### src/rtl/reg_xfer_if.sv
// Command handshake and register-transfer strobe bundle between the decoder
// side (master) and the issuer (slave).
interface reg_xfer_if #(
  parameter int NREG = 4,
  parameter int DW   = 8
);
  logic            cmd_valid;
  logic            cmd_ready;
  logic [1:0]      cmd_op;
  logic [1:0]      cmd_dst;
  logic [DW-1:0]   cmd_data;
  logic [NREG-1:0] rdAC_o;
  logic [NREG-1:0] wr_o;
  logic [NREG-1:0] en_o;
  logic [DW-1:0]   bus2_o;
  logic            busy;
  logic            done;
  logic            err;

  modport master (
    output cmd_valid, cmd_op, cmd_dst, cmd_data,
    input  cmd_ready, rdAC_o, wr_o, en_o, bus2_o, busy, done, err
  );

  modport slave (
    input  cmd_valid, cmd_op, cmd_dst, cmd_data,
    output cmd_ready, rdAC_o, wr_o, en_o, bus2_o, busy, done, err
  );
endinterface

### src/rtl/reg_xfer_issuer.sv
// Register-transfer issuer: queues commands and drives bus2 plus one
// destination register's rdAC/wr/en triple per command (IDLE/SETUP/STROBE/HOLD).

// One destination register's strobe triple, registered.
module reg_xfer_lane (
  input  logic       clk,
  input  logic       rst,
  input  logic       fire,
  input  logic [1:0] op,
  output logic       rdac,
  output logic       wr,
  output logic       en
);
  always_ff @(posedge clk) begin
    if (rst) begin
      rdac <= 1'b0;
      wr   <= 1'b0;
      en   <= 1'b0;
    end else begin
      // LOAD=011, STORE=100, MOVE=111, NOP=000
      rdac <= fire && op[1];
      wr   <= fire && op[0];
      en   <= fire && op[0];
    end
  end
endmodule

module reg_xfer_issuer #(
  parameter int NREG  = 4,
  parameter int DW    = 8,
  parameter int DEPTH = 4
) (
  input logic       clk,
  input logic       rst,
  reg_xfer_if.slave bus
);
  localparam int AW = $clog2(DEPTH);
  localparam logic [AW:0] ONE = (AW+1)'(1);

  typedef enum logic [1:0] {OP_NOP, OP_LOAD, OP_STORE, OP_MOVE} op_t;
  typedef enum logic [1:0] {IDLE, SETUP, STROBE, HOLD} state_t;
  typedef struct packed {
    logic [1:0]    op;
    logic [1:0]    dst;
    logic [DW-1:0] data;
  } cmd_t;

  cmd_t            mem [DEPTH];
  cmd_t            head;
  logic [AW:0]     wptr, rptr;
  logic            full, empty, push, pop, nxt_nonempty;
  state_t          state, nxt_state;
  logic [1:0]      cur_op, cur_dst;
  logic [NREG-1:0] fire_v, rd_v, wr_v, en_v;

  assign full  = (wptr[AW] != rptr[AW]) && (wptr[AW-1:0] == rptr[AW-1:0]);
  assign empty = (wptr == rptr);
  assign head  = mem[rptr[AW-1:0]];

  // No full-bypass: a full FIFO refuses the push even on a popping cycle.
  assign bus.cmd_ready = !full && !rst;
  assign push = bus.cmd_valid && bus.cmd_ready;
  assign pop  = !empty && (state == IDLE || state == HOLD);
  assign nxt_nonempty = (wptr + (push ? ONE : '0)) != (rptr + (pop ? ONE : '0));

  always_comb begin
    nxt_state = state;
    case (state)
      IDLE:    if (!empty) nxt_state = SETUP;
      SETUP:   nxt_state = STROBE;
      STROBE:  nxt_state = HOLD;
      HOLD:    nxt_state = empty ? IDLE : SETUP;
      default: nxt_state = IDLE;
    endcase
  end

  always_ff @(posedge clk) begin
    if (rst) begin
      wptr       <= '0;
      rptr       <= '0;
      state      <= IDLE;
      cur_op     <= OP_NOP;
      cur_dst    <= '0;
      bus.bus2_o <= '0;
      bus.done   <= 1'b0;
      bus.busy   <= 1'b0;
      bus.err    <= 1'b0;
    end else begin
      if (push) begin
        mem[wptr[AW-1:0]] <= '{op: bus.cmd_op, dst: bus.cmd_dst, data: bus.cmd_data};
        wptr <= wptr + ONE;
        if (int'(bus.cmd_dst) >= NREG) bus.err <= 1'b1;
      end
      if (pop) begin
        rptr    <= rptr + ONE;
        cur_op  <= head.op;
        cur_dst <= head.dst;
        // bus2 changes only on entry to SETUP, so it is stable around the capture edge
        if (head.op == OP_LOAD) bus.bus2_o <= head.data;
      end
      state    <= nxt_state;
      bus.done <= (state == STROBE);
      bus.busy <= (nxt_state != IDLE) || nxt_nonempty;
    end
  end

  for (genvar i = 0; i < NREG; i++) begin : g_lane
    assign fire_v[i] = (state == SETUP) && (cur_dst == 2'(i));
    reg_xfer_lane u_lane (
      .clk  (clk),
      .rst  (rst),
      .fire (fire_v[i]),
      .op   (cur_op),
      .rdac (rd_v[i]),
      .wr   (wr_v[i]),
      .en   (en_v[i])
    );
  end

  assign bus.rdAC_o = rd_v;
  assign bus.wr_o   = wr_v;
  assign bus.en_o   = en_v;
endmodule

### src/flat_wrapper.sv
// flat-port wrapper written by rule: the top's interface ports become plain ports
module reg_xfer_issuer_flat 
#(
  parameter int NREG  = 4,
  parameter int DW    = 8,
  parameter int DEPTH = 4
)
  (clk, rst, bus_cmd_valid, bus_cmd_op, bus_cmd_dst, bus_cmd_data, bus_cmd_ready, bus_rdAC_o, bus_wr_o, bus_en_o, bus_bus2_o, bus_busy, bus_done, bus_err);
  reg_xfer_if #(.NREG(NREG), .DW(DW)) bus_i ();
  input logic clk;
  input logic rst;
  input wire logic [$bits(bus_i.cmd_valid)-1:0] bus_cmd_valid;
  input wire logic [$bits(bus_i.cmd_op)-1:0] bus_cmd_op;
  input wire logic [$bits(bus_i.cmd_dst)-1:0] bus_cmd_dst;
  input wire logic [$bits(bus_i.cmd_data)-1:0] bus_cmd_data;
  output wire logic [$bits(bus_i.cmd_ready)-1:0] bus_cmd_ready;
  output wire logic [$bits(bus_i.rdAC_o)-1:0] bus_rdAC_o;
  output wire logic [$bits(bus_i.wr_o)-1:0] bus_wr_o;
  output wire logic [$bits(bus_i.en_o)-1:0] bus_en_o;
  output wire logic [$bits(bus_i.bus2_o)-1:0] bus_bus2_o;
  output wire logic [$bits(bus_i.busy)-1:0] bus_busy;
  output wire logic [$bits(bus_i.done)-1:0] bus_done;
  output wire logic [$bits(bus_i.err)-1:0] bus_err;
  assign bus_i.cmd_valid = bus_cmd_valid;
  assign bus_i.cmd_op = bus_cmd_op;
  assign bus_i.cmd_dst = bus_cmd_dst;
  assign bus_i.cmd_data = bus_cmd_data;
  assign bus_cmd_ready = bus_i.cmd_ready;
  assign bus_rdAC_o = bus_i.rdAC_o;
  assign bus_wr_o = bus_i.wr_o;
  assign bus_en_o = bus_i.en_o;
  assign bus_bus2_o = bus_i.bus2_o;
  assign bus_busy = bus_i.busy;
  assign bus_done = bus_i.done;
  assign bus_err = bus_i.err;
  reg_xfer_issuer #(.NREG(NREG), .DW(DW), .DEPTH(DEPTH)) u_core (.clk(clk), .rst(rst), .bus(bus_i));
endmodule
### config.mk
export PLATFORM = sky130hd
export DESIGN_NAME = reg_xfer_issuer_flat
export DESIGN_NICKNAME = d
export VERILOG_FILES = /design/src/rtl/reg_xfer_if.sv /design/src/rtl/reg_xfer_issuer.sv /design/src/flat_wrapper.sv
export SDC_FILE = /design/constraint.sdc
export NUM_CORES = 1
export LEC_CHECK = 0
export ABC_AREA = 0
export BUFFER_PORTS_ARGS = -buffer_cell sky130_fd_sc_hd__buf_2
export CAP_MARGIN = 40
export CORE_MARGIN = 5
export CORE_UTILIZATION = 50
export DETAILED_ROUTE_END_ITERATION = 10
export PLACE_DENSITY = 0.7
export SETUP_SLACK_MARGIN = 0.4
export SYNTH_ARGS = -nofsm -noshare
export SYNTH_HDL_FRONTEND = slang
export SYNTH_SLANG_ARGS = --single-unit
### constraint.sdc
create_clock -name clk -period 2.95 [get_ports clk]
set_input_delay 0.1475 -clock clk [delete_from_list [all_inputs] [get_ports clk]]
set_output_delay 0.1475 -clock clk [all_outputs]
set_load 0.02 [all_outputs]
After elaboration in Yosys (flattened, before gate mapping)
Memories as Yosys holds them, arrays and structs flattened. A register that Yosys moved wholly into a read port is not among the register bits.
Index checks and enable logic that the tools add are counted.
{"block": "classes", "eq_ne": 11, "muxes": 10, "addsub": 4, "n_reduce_logical": 25}
{"op": "logical AND 1 bit", "n": 16}
{"op": "equality test 2 bit (second input constant)", "n": 4}
{"op": "one-hot mux 2 bit (4 select lines)", "n": 1}
{"op": "adder 3 x 1 -> 3 bit (second input constant)", "n": 2}
{"op": "adder 3 bit", "n": 2}
{"op": "equality test 2 x 1 -> 1 bit (second input constant)", "n": 3}
{"op": "2-to-1 mux 1 bit", "n": 6}
{"op": "2-to-1 mux 2 bit", "n": 3}
{"op": "logical NOT 2 bit", "n": 2}
{"op": "equality test 3 bit", "n": 1}
{"op": "logical NOT 1 bit", "n": 3}
{"op": "inequality test 3 bit", "n": 1}
{"op": "equality test 2 bit", "n": 1}
{"op": "logical OR 1 bit", "n": 2}
{"op": "AND reduction 2 bit", "n": 1}
{"op": "nonzero test 2 bit", "n": 1}
{"op": "inequality test 1 bit", "n": 1}
{"block": "totals", "input_bits": 15, "regBits": 30, "out_inout_bits": 24, "elab_cells": 67, "n_memories": 1, "ramBits": 48}
{"memory": "u_core.mem", "words": 4, "word_bits": 12, "read_ports": 1, "rd_ports_with_merged_regs": 1, "wr": 1, "line_no": "reg_xfer_issuer.sv:48", "source": "cmd_t mem [DEPTH];"}

Longest topological paths before layout
Gate-level depths: netlist (run 1).
{"block": "depth", "ltp_word": 9, "ltp_mapped": 11}

By module
From an unflattened synthesis (run 1), not the netlist that was laid out.
{"block": "unflattened", "cells_unflattened": 219, "hier_area_um2": 3231.8}
{"mod": "reg_xfer_issuer", "n_inst": 1, "area_per_inst_um2": 2971.6, "seq_area_each_um2": 1921.8, "cells_each": 199}
{"mod": "reg_xfer_lane", "n_inst": 4, "area_per_inst_um2": 65.1, "seq_area_each_um2": 40.0, "cells_each": 5}

Worst setup path after synthesis (run 1)
OpenSTA, ideal clock, no wires.
{"block": "synth_path", "path_kind": "reg2reg", "from": "reg u_core.state[0]", "to": "reg u_core.bus.busy", "required_time_ps": 2818, "setup_slack_ps": 838, "t_arrival_ps": 1980, "path_buffers": 1, "stages_incl_launch_ff": 11, "period_less_slack_ps": 2112, "setup_ps": 132, "path_cell_list": "dfxtp_1 > inv_1 > ha_1 > a31o_2 > inv_2 > buf_6 > ha_1 > ha_1 > xor2_1 > nor4_1 > a21oi_1"}
{"block": "synth_between", "elab_cells_between_ends": 13}
{"element": "start: declaration", "line_no": "reg_xfer_issuer.sv:52", "source": "state_t state, nxt_state;"}
{"element": "start signal: assignment", "line_no": "reg_xfer_issuer.sv:101", "source": "state <= nxt_state;"}
{"element": "equality test 2 bit, or another cell as far along", "line_no": "reg_xfer_issuer.sv:68", "source": "case (state)"}
{"element": "one-hot mux 2 bit (4 select lines) *", "line_no": "reg_xfer_issuer.sv:68"}
{"element": "named net u_core.nxt_state[1]", "line_no": "reg_xfer_issuer.sv:52"}
{"element": "nonzero test 2 bit *", "line_no": "reg_xfer_issuer.sv:103", "source": "bus.busy <= (nxt_state != IDLE) || nxt_nonempty;"}
{"element": "logical OR 1 bit *", "line_no": "reg_xfer_issuer.sv:103"}
{"element": "end signal: assignment", "line_no": "reg_xfer_issuer.sv:103"}
{"element": "end: declaration", "line_no": "reg_xfer_if.sv:27", "source": "output cmd_ready, rdAC_o, wr_o, en_o, bus2_o, busy, done, err"}
Mark *: on every way through the listed nets, which the timed path passes. The rest lies on a longest branch.
A chain may end at the register's enable or synchronous reset.

Worst setup path after layout (run 1)
Same ends and word-level chain as after synthesis.

==> results.toml, run 1 <==
[run_status]
status = "completed"

[synthesis]
ys_top_cells_by_area = "edfxtp_1 44%, dfxtp_1 20%, mux4_2 8.3%, ha_1 5.0%, buf_4 3.0%"
synth_xor_area_share_pct = 3.39
yosysWarningCount = 0
yosysSeqAreaShare_pct = 64.1
synthDistinctLibCells = 37
synth_compound_area_share_pct = 6.12
synth.largest_area_cell = "edfxtp_1"
async_flop_share_pct = 0
syn_area_mm2 = 0.00325
syn_inst = 228
synth.top_cell.area_share_pct = 44.4
synth-simple-area-share_pct = 7.63
synth.avg_cell_area_um2 = 14.2
synth_ff_type = "edfxtp_1"
synth_top_family_by_area = "multiplexers"
synth_fa_ha_area_share_pct = 5.01
synthMuxAreaShare_pct = 8.32
syn_nets = 256
synth_edf_count = 48
ys_seq_elements = 80

[setup_path]
r2r-start = "u_core.state[0]$_SDFF_PP0_"
crit_type = "reg -> reg"
worstPathMaxFanout = 16
critPathLaunchType = "flop"
crit_slowest_cell = "dfxtp_1"
cpPeakStageDelay_ns = 0.39
crit_path_end_kind = "flop"
path_delay_family = "adder cells"
crit_top_cell = "ha_1"
crit_buf_inv = 2
cp.arrival_ns = 2.55
cp_data_required_time_ns = 3.16
crit_chain = "inv_1 > ha_1 > a31o_4 > inv_2 > ha_1 > ha_1 > xor2_1 > nor4_1 > a21oi_1"
startpoint = "u_core.state[0]$_SDFF_PP0_"

[floorplanning]
die_h_um = 90.6
core_mm2 = 0.00635
ios = 39
start_util_pct = 51.2
dieArea_mm2 = 0.00821
fp.dieW_um = 90.6
rows = 29

[sta]
fin_crit_ns = 2.34
grt_setup_unrepaired = "no"
hold_violations = 0
finalMaxSlewViolations = 0
clock.fmax_ghz = 0.427
whs_ns = 0.0145
fin_skew_ns = 0.00492
setup_viol_count_final = 0
tns_ns = 0
relSlewSlack_pct = 57.1
timing.final.crit_share_pct = 79.3
tightestPinTransition_ns = 0.644
setup_slack_ns = 0.609

[clock_network]
clkSinkCount = 80
clk_latency_ns = 0.34
cts_buffers = 9
cts_tree = "yes"
clock_path_buffers = 2
cts_root_buffer = "clkbuf_8"
h-tree-depth = 3
cts.clk_slew.worst_paths_ns = 0.08

[power_and_ir_drop]
ir_drop_v = 0.000474
power_mw = 2.97
power-per-cell-area_mw_per_mm2 = 816
power_leakage_nw = 1.35

[final_layout]
final_area_mm2 = 0.00364
syn2layout_area_growth_pct = 12.0
layout-drive-gt1-share_pct = 27.8
multi_input_area_mm2 = 0.00100
utilization_pct = 57.3
finalNetCount = 284
final_cells = 336
fill_cells = 524
seq_area_mm2 = 0.00208
diodes = 0
mostFrequentLayoutCell = "edfxtp_1"
most-common-layout-cells = "48 x edfxtp_1, 37 x buf_2, 32 x dfxtp_1, 15 x a21oi_1"

[placement]
pre_cts_slack_ns = 0.543
dpl-instance-area_mm2 = 0.00340
dp_cells = 322
dp.final_hpwl_um = 3750
io_buffers = 37
gp_congestion = 0.747

[detailed_routing]
wirelength_um = 5380
drt_drc_violations_left = 0
drt-initial-drc-count = 77
vias_per_cell = 5.30
dr.pass1.iters = 4
avgRoutedWirePerCell_um = 16.0
vias = 1782
ant_nets = 0

[min_path]
worstHoldPathType = "in -> reg"
hp-start = "bus_cmd_dst[0]"

[grt]
grt_util_all_layers_pct = 13.9
grt_max_degree = 29
grt_overflow = 0
grt_pass1_wl_um = 8940
antenna_found_initial = 0
grt_pass1_vias = 1852

[job]
max_cap_viol_count = 0
power by group:
group	leakage (nW)	switching [mW]	internal (mW)
clock	0.115	0.375	0.555
sequential	0.696	0.0929	1.29
combinational	0.534	0.370	0.289
total	1.35	0.838	2.13
worst paths after layout:
check	to	slack (ns)	cells past startpoint
hold / removal	u_core.mem[3][8]$_DFFE_PP_	0.01	1
setup reg to reg	u_core.bus.busy$_SDFF_PP0_	0.61	9
hold reg to reg	u_core.cur_op[0]$_SDFFE_PP0N_	0.49	2
setup / recovery	u_core.bus.busy$_SDFF_PP0_	0.61	9
routing by layer:
metal  up-vias  wire (um)  global-route usage [%]
li1        865          -                       -
met1       863       2360                    17.6
met2        46       2670                    22.1
met3         8        295                    4.33
met4         0         53                    5.46
met5         -          0                       0
flip-flops by register name, summed over array words and instances, names as in the netlist, 2 cells and up, named ones only:
| name | cells |
|---|---|
| u_core.mem | 48 |
| u_core.bus.bus2_o | 8 |
| u_core.g_lane.u_lane.en | 4 |
| u_core.g_lane.u_lane.rdac | 4 |
| u_core.rptr | 3 |
| u_core.wptr | 3 |
| u_core.cur_dst | 2 |
| u_core.cur_op | 2 |
| u_core.state | 2 |
cell usage after synthesis (2+ instances only):
cell type	number
o31ai_1	2
clkbuf_1	4
xor2_1	2
ha_1	13
nor2_1	11
edfxtp_1	48
a31oi_1	2
xnor2_2	2
buf_4	13
nand2b_1	3
a21oi_1	15
nand2_1	13
and2_1	3
inv_1	8
nor2b_1	5
nand3_1	8
mux4_2	12
buf_2	3
xnor2_1	5
o21ai_0	8
dfxtp_1	32
kinds of logic (layout without fill, tap and decap cells):
family,Yosys count,after routing
adders and majority gates,13,13
and+or+nand+nor,50,50
xor gates and xnor gates,10,10
muxes,12,12
AOI/OAI and AO/OA,32,32
buffers and inverters,30,61
DFF,80,80
other,1,1
layout make-up:
type / count / share of cell area [%]
Clock inverter: 5 / 2.96
Timing Repair Buffer: 38 / 5.30
Tap cell: 77 / 2.65
Inverter: 9 / 0.928
Sequential cell: 80 / 57.2
Multi-Input combinational cell: 118 / 27.5
Clock buffer: 9 / 3.40
timing repair:
action,in CTS,in global routing
hold buffers,0,0
resized for setup,0,1
endpoints found under the setup margin,0,1
buffers inserted,0,0
Note: power is estimated with default switching activity, not from simulation.
==> inputs of run 2 (changes only) <==
--- a/config.mk
+++ b/config.mk
@@ -11,7 +11,7 @@
 export CORE_MARGIN = 5
 export CORE_UTILIZATION = 50
 export DETAILED_ROUTE_END_ITERATION = 10
-export PLACE_DENSITY = 0.7
+export PLACE_DENSITY = 0.73
 export SETUP_SLACK_MARGIN = 0.4
 export SYNTH_ARGS = -nofsm -noshare
 export SYNTH_HDL_FRONTEND = slang
==> constraint.sdc (replaced) <==
create_clock -name clk -period 1.98 [get_ports clk]
set_input_delay 0.099 -clock clk [delete_from_list [all_inputs] [get_ports clk]]
set_output_delay 0.099 -clock clk [all_outputs]
set_load 0.02 [all_outputs]
==> results.toml, run 2 (synthesized netlist as in run 1, its figures left out) <==
[power_and_ir_drop]
ir_drop_v = 0.000768
power-per-cell-area_mw_per_mm2 = 1130
power_leakage_nw = 1.64

[sta]
fin_skew_ns = 0.0103
setup_slack_ns = 0.0799
hold_violations = 0
fin_crit_ns = 1.90
setup_viol_count_final = 0
timing.final.crit_share_pct = 96.0
whs_ns = 0.170
grt_setup_unrepaired = "yes"
finalMaxSlewViolations = 0
clock.fmax_ghz = 0.526

[grt]
grt_overflow = 0
grt_util_all_layers_pct = 17.4
grt_max_degree = 28
grt_pass1_vias = 2099
grt_pass1_wl_um = 11000
antenna_found_initial = 0

[clock_network]
cts_buffers = 9
clkSinkCount = 80
h-tree-depth = 3
cts_tree = "yes"
clock_path_buffers = 2
cts.clk_slew.worst_paths_ns = 0.09
cts_root_buffer = "clkbuf_8"
clk_latency_ns = 0.35

[detailed_routing]
vias_per_cell = 5.29
vias = 2058
avgRoutedWirePerCell_um = 17.8
dr.pass1.iters = 4
ant_nets = 0
wirelength_um = 6920
drt_drc_violations_left = 0
drt-initial-drc-count = 98

[min_path]
hp-start = "bus_cmd_valid"
worstHoldPathType = "in -> reg"
hold_end = "u_core.wptr[2]$_SDFFE_PP0N_"
hold_depth = 3

[setup_path]
crit_path_end_kind = "flop"
crit_cells = 7
crit_chain = "xor2_4 > a311oi_4 > ha_2 > ha_4 > xor2_1 > nor4_1 > a21oi_1"
startpoint = "u_core.wptr[2]$_SDFFE_PP0N_"
crit_type = "reg -> reg"
cp.arrival_ns = 2.14
crit_buf_inv = 0
regToRegSetupSlack_ns = 0.08
path_delay_family = "adder cells"
reg2reg_depth = 7
r2r-start = "u_core.wptr[2]$_SDFFE_PP0N_"
worstPathMaxFanout = 2
crit_slowest_cell = "dfxtp_4"
worstReg2RegEnd = "u_core.bus.busy$_SDFF_PP0_"
cpPeakStageDelay_ns = 0.38
critPathLaunchType = "flop"
cp_data_required_time_ns = 2.22

[floorplanning]
core_mm2 = 0.00635
start_util_pct = 51.2
ios = 39
die_h_um = 90.6
dieArea_mm2 = 0.00821
rows = 29
fp.dieW_um = 90.6

[final_layout]
layout-drive-gt1-share_pct = 47.4
fill_cells = 429
finalNetCount = 335
largest_reg_flops = 48
syn2layout_area_growth_pct = 33.7
mostFrequentLayoutCell = "edfxtp_1"
diodes = 0
most-common-layout-cells = "48 x edfxtp_1, 36 x buf_2, 23 x dfxtp_1, 21 x buf_4"

[placement]
dp.final_hpwl_um = 4020
gp_congestion = 0.791
pre_cts_slack_ns = 0.0180
io_buffers = 37

[job]
max_cap_viol_count = 0

[run_status]
status = "completed"
run 2: metrics by stage:
stage / utilization [%] / instances / area (um2) / total power, mW / setup TNS [ns]
floorplan: - / 228 / 3340 / 2.98 / -0.00681
global placement: 56.4 / 334 / 3580 / 3.30 / 0
detailed placement: 56.4 / 334 / 3580 / 3.33 / 0
CTS: 64.6 / 376 / 4100 / 4.56 / 0
global route: 68.4 / 389 / 4340 / 5.16 / 0
finish: 68.4 / 389 / 4340 / 4.90 / 0
run 2: metal layers:
metal  part of all wire (%)  global-route usage [%]  vias to the layer above
li1                       -                       -                      976
met1                     40                    20.3                     1005
met2                     52                    28.6                       65
met3                    6.1                    6.17                       12
met4                    1.7                    7.69                        0
met5                      0                       0                        -
run 2: where the power goes:
part / total, mW / switching (mW) / leakage (nW) / internal (mW)
clock network: 1.10 / 0.626 / 0.0925 / 0.476
registers: 2.05 / 0.117 / 0.702 / 1.93
logic: 1.75 / 0.845 / 0.844 / 0.906
run 2: what timing repair did:
| action | 4_1_cts | 5_1_grt |
|---|---|---|
| buffers inserted | 10 | 12 |
| hold endpoints to repair | 48 | 0 |
| hold buffers | 12 | 0 |
| gates resized for setup | 29 | 35 |
| pin swaps | 13 | 13 |
| gates cloned | 4 | 1 |
| setup endpoints to repair | 60 | 64 |
run 2: worst register-to-register path, stage by stage (launching register included):
cell	delay [ns]
dfxtp_4	0.38
xor2_4	0.19
a311oi_4	0.29
ha_2	0.26
ha_4	0.21
xor2_1	0.13
nor4_1	0.23
a21oi_1	0.09
run 2: how the worst max path moves through the flow:
stage / end / slack, ns
global placement: u_core.bus.busy$_SDFF_PP0_ / 0.08
floorplan: u_core.bus.busy$_SDFF_PP0_ / -0.007
finish: u_core.bus.busy$_SDFF_PP0_ / 0.08
detailed placement: u_core.bus.busy$_SDFF_PP0_ / 0.02
CTS: u_core.bus.busy$_SDFF_PP0_ / 0.08
global route: u_core.bus.busy$_SDFF_PP0_ / 0.05
run 2: area by class of cell:
cell class	instances	area, um2	area share (%)
clock buffers	9	124	2.85
clock inverters	7	58.8	1.35
inverters	9	36.3	0.836
multi-input cells	122	1250	28.8
flip-flops and latches	80	2110	48.6
well taps	77	96.3	2.22
repair buffers	85	668	15.4
==> inputs of run 3 (changes only) <==
--- a/config.mk
+++ b/config.mk
@@ -5,7 +5,7 @@
 export SDC_FILE = /design/constraint.sdc
 export NUM_CORES = 1
 export LEC_CHECK = 0
-export ABC_AREA = 0
+export ABC_AREA = 1
 export BUFFER_PORTS_ARGS = -buffer_cell sky130_fd_sc_hd__buf_2
 export CAP_MARGIN = 40
 export CORE_MARGIN = 5
==> results.toml, run 3 <==
[run_status]
status = "completed"

[final_layout]
layout-drive-gt1-share_pct = 31.4
largest_reg_flops = 48
diodes = 0
utilization_pct = 65.7
final_area_mm2 = 0.00446
most-common-layout-cells = "65 x nor2_1, 63 x nand2_1, 48 x edfxtp_1, 37 x buf_2, 29 x inv_1"
finalNetCount = 469
syn2layout_area_growth_pct = 28.2
mostFrequentLayoutCell = "nor2_1"

[detailed_routing]
drt_drc_violations_left = 0
dr.pass1.iters = 4
wirelength_um = 7470
drt-initial-drc-count = 225
ant_nets = 0
vias_per_cell = 4.81
vias = 2607
avgRoutedWirePerCell_um = 13.8

[clock_network]
clk_latency_ns = 0.36
cts.clk_slew.worst_paths_ns = 0.08
cts_root_buffer = "clkbuf_8"
h-tree-depth = 3
clock_path_buffers = 2
cts_tree = "yes"
clkSinkCount = 80
cts_buffers = 9

[sta]
setup_slack_ns = 0.234
hold_violations = 0
finalMaxSlewViolations = 0
fin_crit_ns = 1.75
grt_setup_unrepaired = "yes"
setup_viol_count_final = 0
clock.fmax_ghz = 0.573
tns_ns = 0
fin_skew_ns = 0.00986
timing.final.crit_share_pct = 88.2

[synthesis]
synth_common_cells = "69 x nor2_1, 68 x nand2_1, 48 x edfxtp_1"
yosysSeqAreaShare_pct = 59.8
synth_ff_type = "edfxtp_1"
syn_area_mm2 = 0.00348
synthDistinctLibCells = 24
synth.top_cell.area_share_pct = 41.4
synth.avg_cell_area_um2 = 9.54
syn_nets = 393
ys_seq_elements = 80
yosysWarningCount = 0
syn_inst = 365
ys_top_cells_by_area = "edfxtp_1 41%, dfxtp_1 18%, nor2_1 7.4%, nand2_1 7.3%, ha_1 4.7%"
synth.largest_area_cell = "edfxtp_1"
async_flop_share_pct = 0
yosysMostFrequentCell = "nor2_1"
synth_edf_count = 48

[job]
max_cap_viol_count = 0

[floorplanning]
rows = 30
fp.dieW_um = 93.5
start_util_pct = 51.3
dieArea_mm2 = 0.00874
core_mm2 = 0.00679
ios = 39
die_h_um = 93.5

[placement]
pre_cts_slack_ns = 0.129
io_buffers = 37
dp.final_hpwl_um = 4270
dpl-instance-area_mm2 = 0.00378
gp_congestion = 0.819

[power_and_ir_drop]
ir_drop_v = 0.000621
power_leakage_nw = 1.91
power-per-cell-area_mw_per_mm2 = 1190

[setup_path]
worstPathMaxFanout = 2
crit_type = "reg -> reg"
crit_path_end_kind = "flop"
cp_data_required_time_ns = 2.24
cp.arrival_ns = 2.00
crit_chain = "inv_2 > ha_4 > inv_4 > nand2_4 > inv_8 > ha_4 > ha_4 > xnor2_2 > xor2_1 > nand2_1 > nand2_1 > nand2_1"
cpPeakStageDelay_ns = 0.34
critPathLaunchType = "flop"
crit_slowest_cell = "dfxtp_2"

[grt]
grt_pass1_wl_um = 11600
grt_util_all_layers_pct = 17.6
grt_pass1_vias = 2470
grt_max_degree = 23
antenna_found_initial = 0
grt_overflow = 0

[min_path]
worstHoldPathType = "in -> reg"
-- run 3: changes by cell type after synthesis, sizes merged, moves of 12 or more --
cell,before,now
nand2,13,71
o21ai,9,28
inv,9,43
nor2,11,72
mux4,12,0
nand3,8,23
-- run 3: kinds of logic after synthesis --
kind of cell	count (synthesis)	synth area share [%]
compound gates	34	4.89
xor+xnor	4	1.01
fa+ha+maj	13	4.67
buf+inv	66	9.52
flops	80	59.8
other cells	1	0.108
simple gates	167	20.0
-- run 3: worst paths after layout --
path	from	to	slack [ns]	cells past startpoint
hold / removal	bus_cmd_valid	u_core.wptr[2]$_SDFFE_PP0N_	0.11	3
hold reg to reg	u_core.bus.bus2_o[7]$_SDFFE_PP0P_	u_core.bus.bus2_o[7]$_SDFFE_PP0P_	0.48	2
setup / recovery	u_core.state[0]$_SDFF_PP0_	u_core.bus.busy$_SDFF_PP0_	0.23	12
setup reg to reg	u_core.state[0]$_SDFF_PP0_	u_core.bus.busy$_SDFF_PP0_	0.23	12
-- run 3: critical path, delay by kind of cell, from the launching register on --
family,cells,cell delay (ns)
xor+xnor,2,0.32
fa+ha+maj,3,0.59
buf+inv,3,0.13
flops,1,0.34
simple gates,4,0.24
-- run 3: final cells by class --
cell class                 instances  area (um2)
inverter                          43         179
timing repair buffer              88         653
clock buffer                       9         124
clock inverter                     7        52.6
tap                               96         120
multi-input combinational        219        1230
fill                             478        2330
sequential                        80        2110
-- run 3: timing repair --
item,CTS,global route
gates cloned,1,3
endpoints found under the hold margin,52,0
hold buffers,14,0
setup buffers,22,1
gates resized for setup,30,30
endpoints found under the setup margin,27,60
pin swaps,15,5
-- run 3: through the flow --
stage / std cells / hold slack, ns / power, mW
after CTS: 538 / 0.0441 / 5.25
after detailed placement: 485 / 0.313 / 3.83
after floorplan: 365 / 0.161 / 3.47
after global routing: 542 / 0.104 / 5.71
final: 542 / 0.110 / 5.33
after global placement: 485 / 0.311 / 3.79
-- run 3: where the power goes --
group	leakage, nW	internal, mW	switching, mW
Combinational	1.12	0.866	1.26
Sequential	0.703	1.98	0.130
Clock	0.0924	0.468	0.628
Total	1.91	3.32	2.01
-- run 3: routing by layer --
metal,global-route usage [%],part of all wire (%)
met1,21.5,41
met2,28.5,50
met5,0,0
met3,4.75,5.4
met4,9.40,3.1
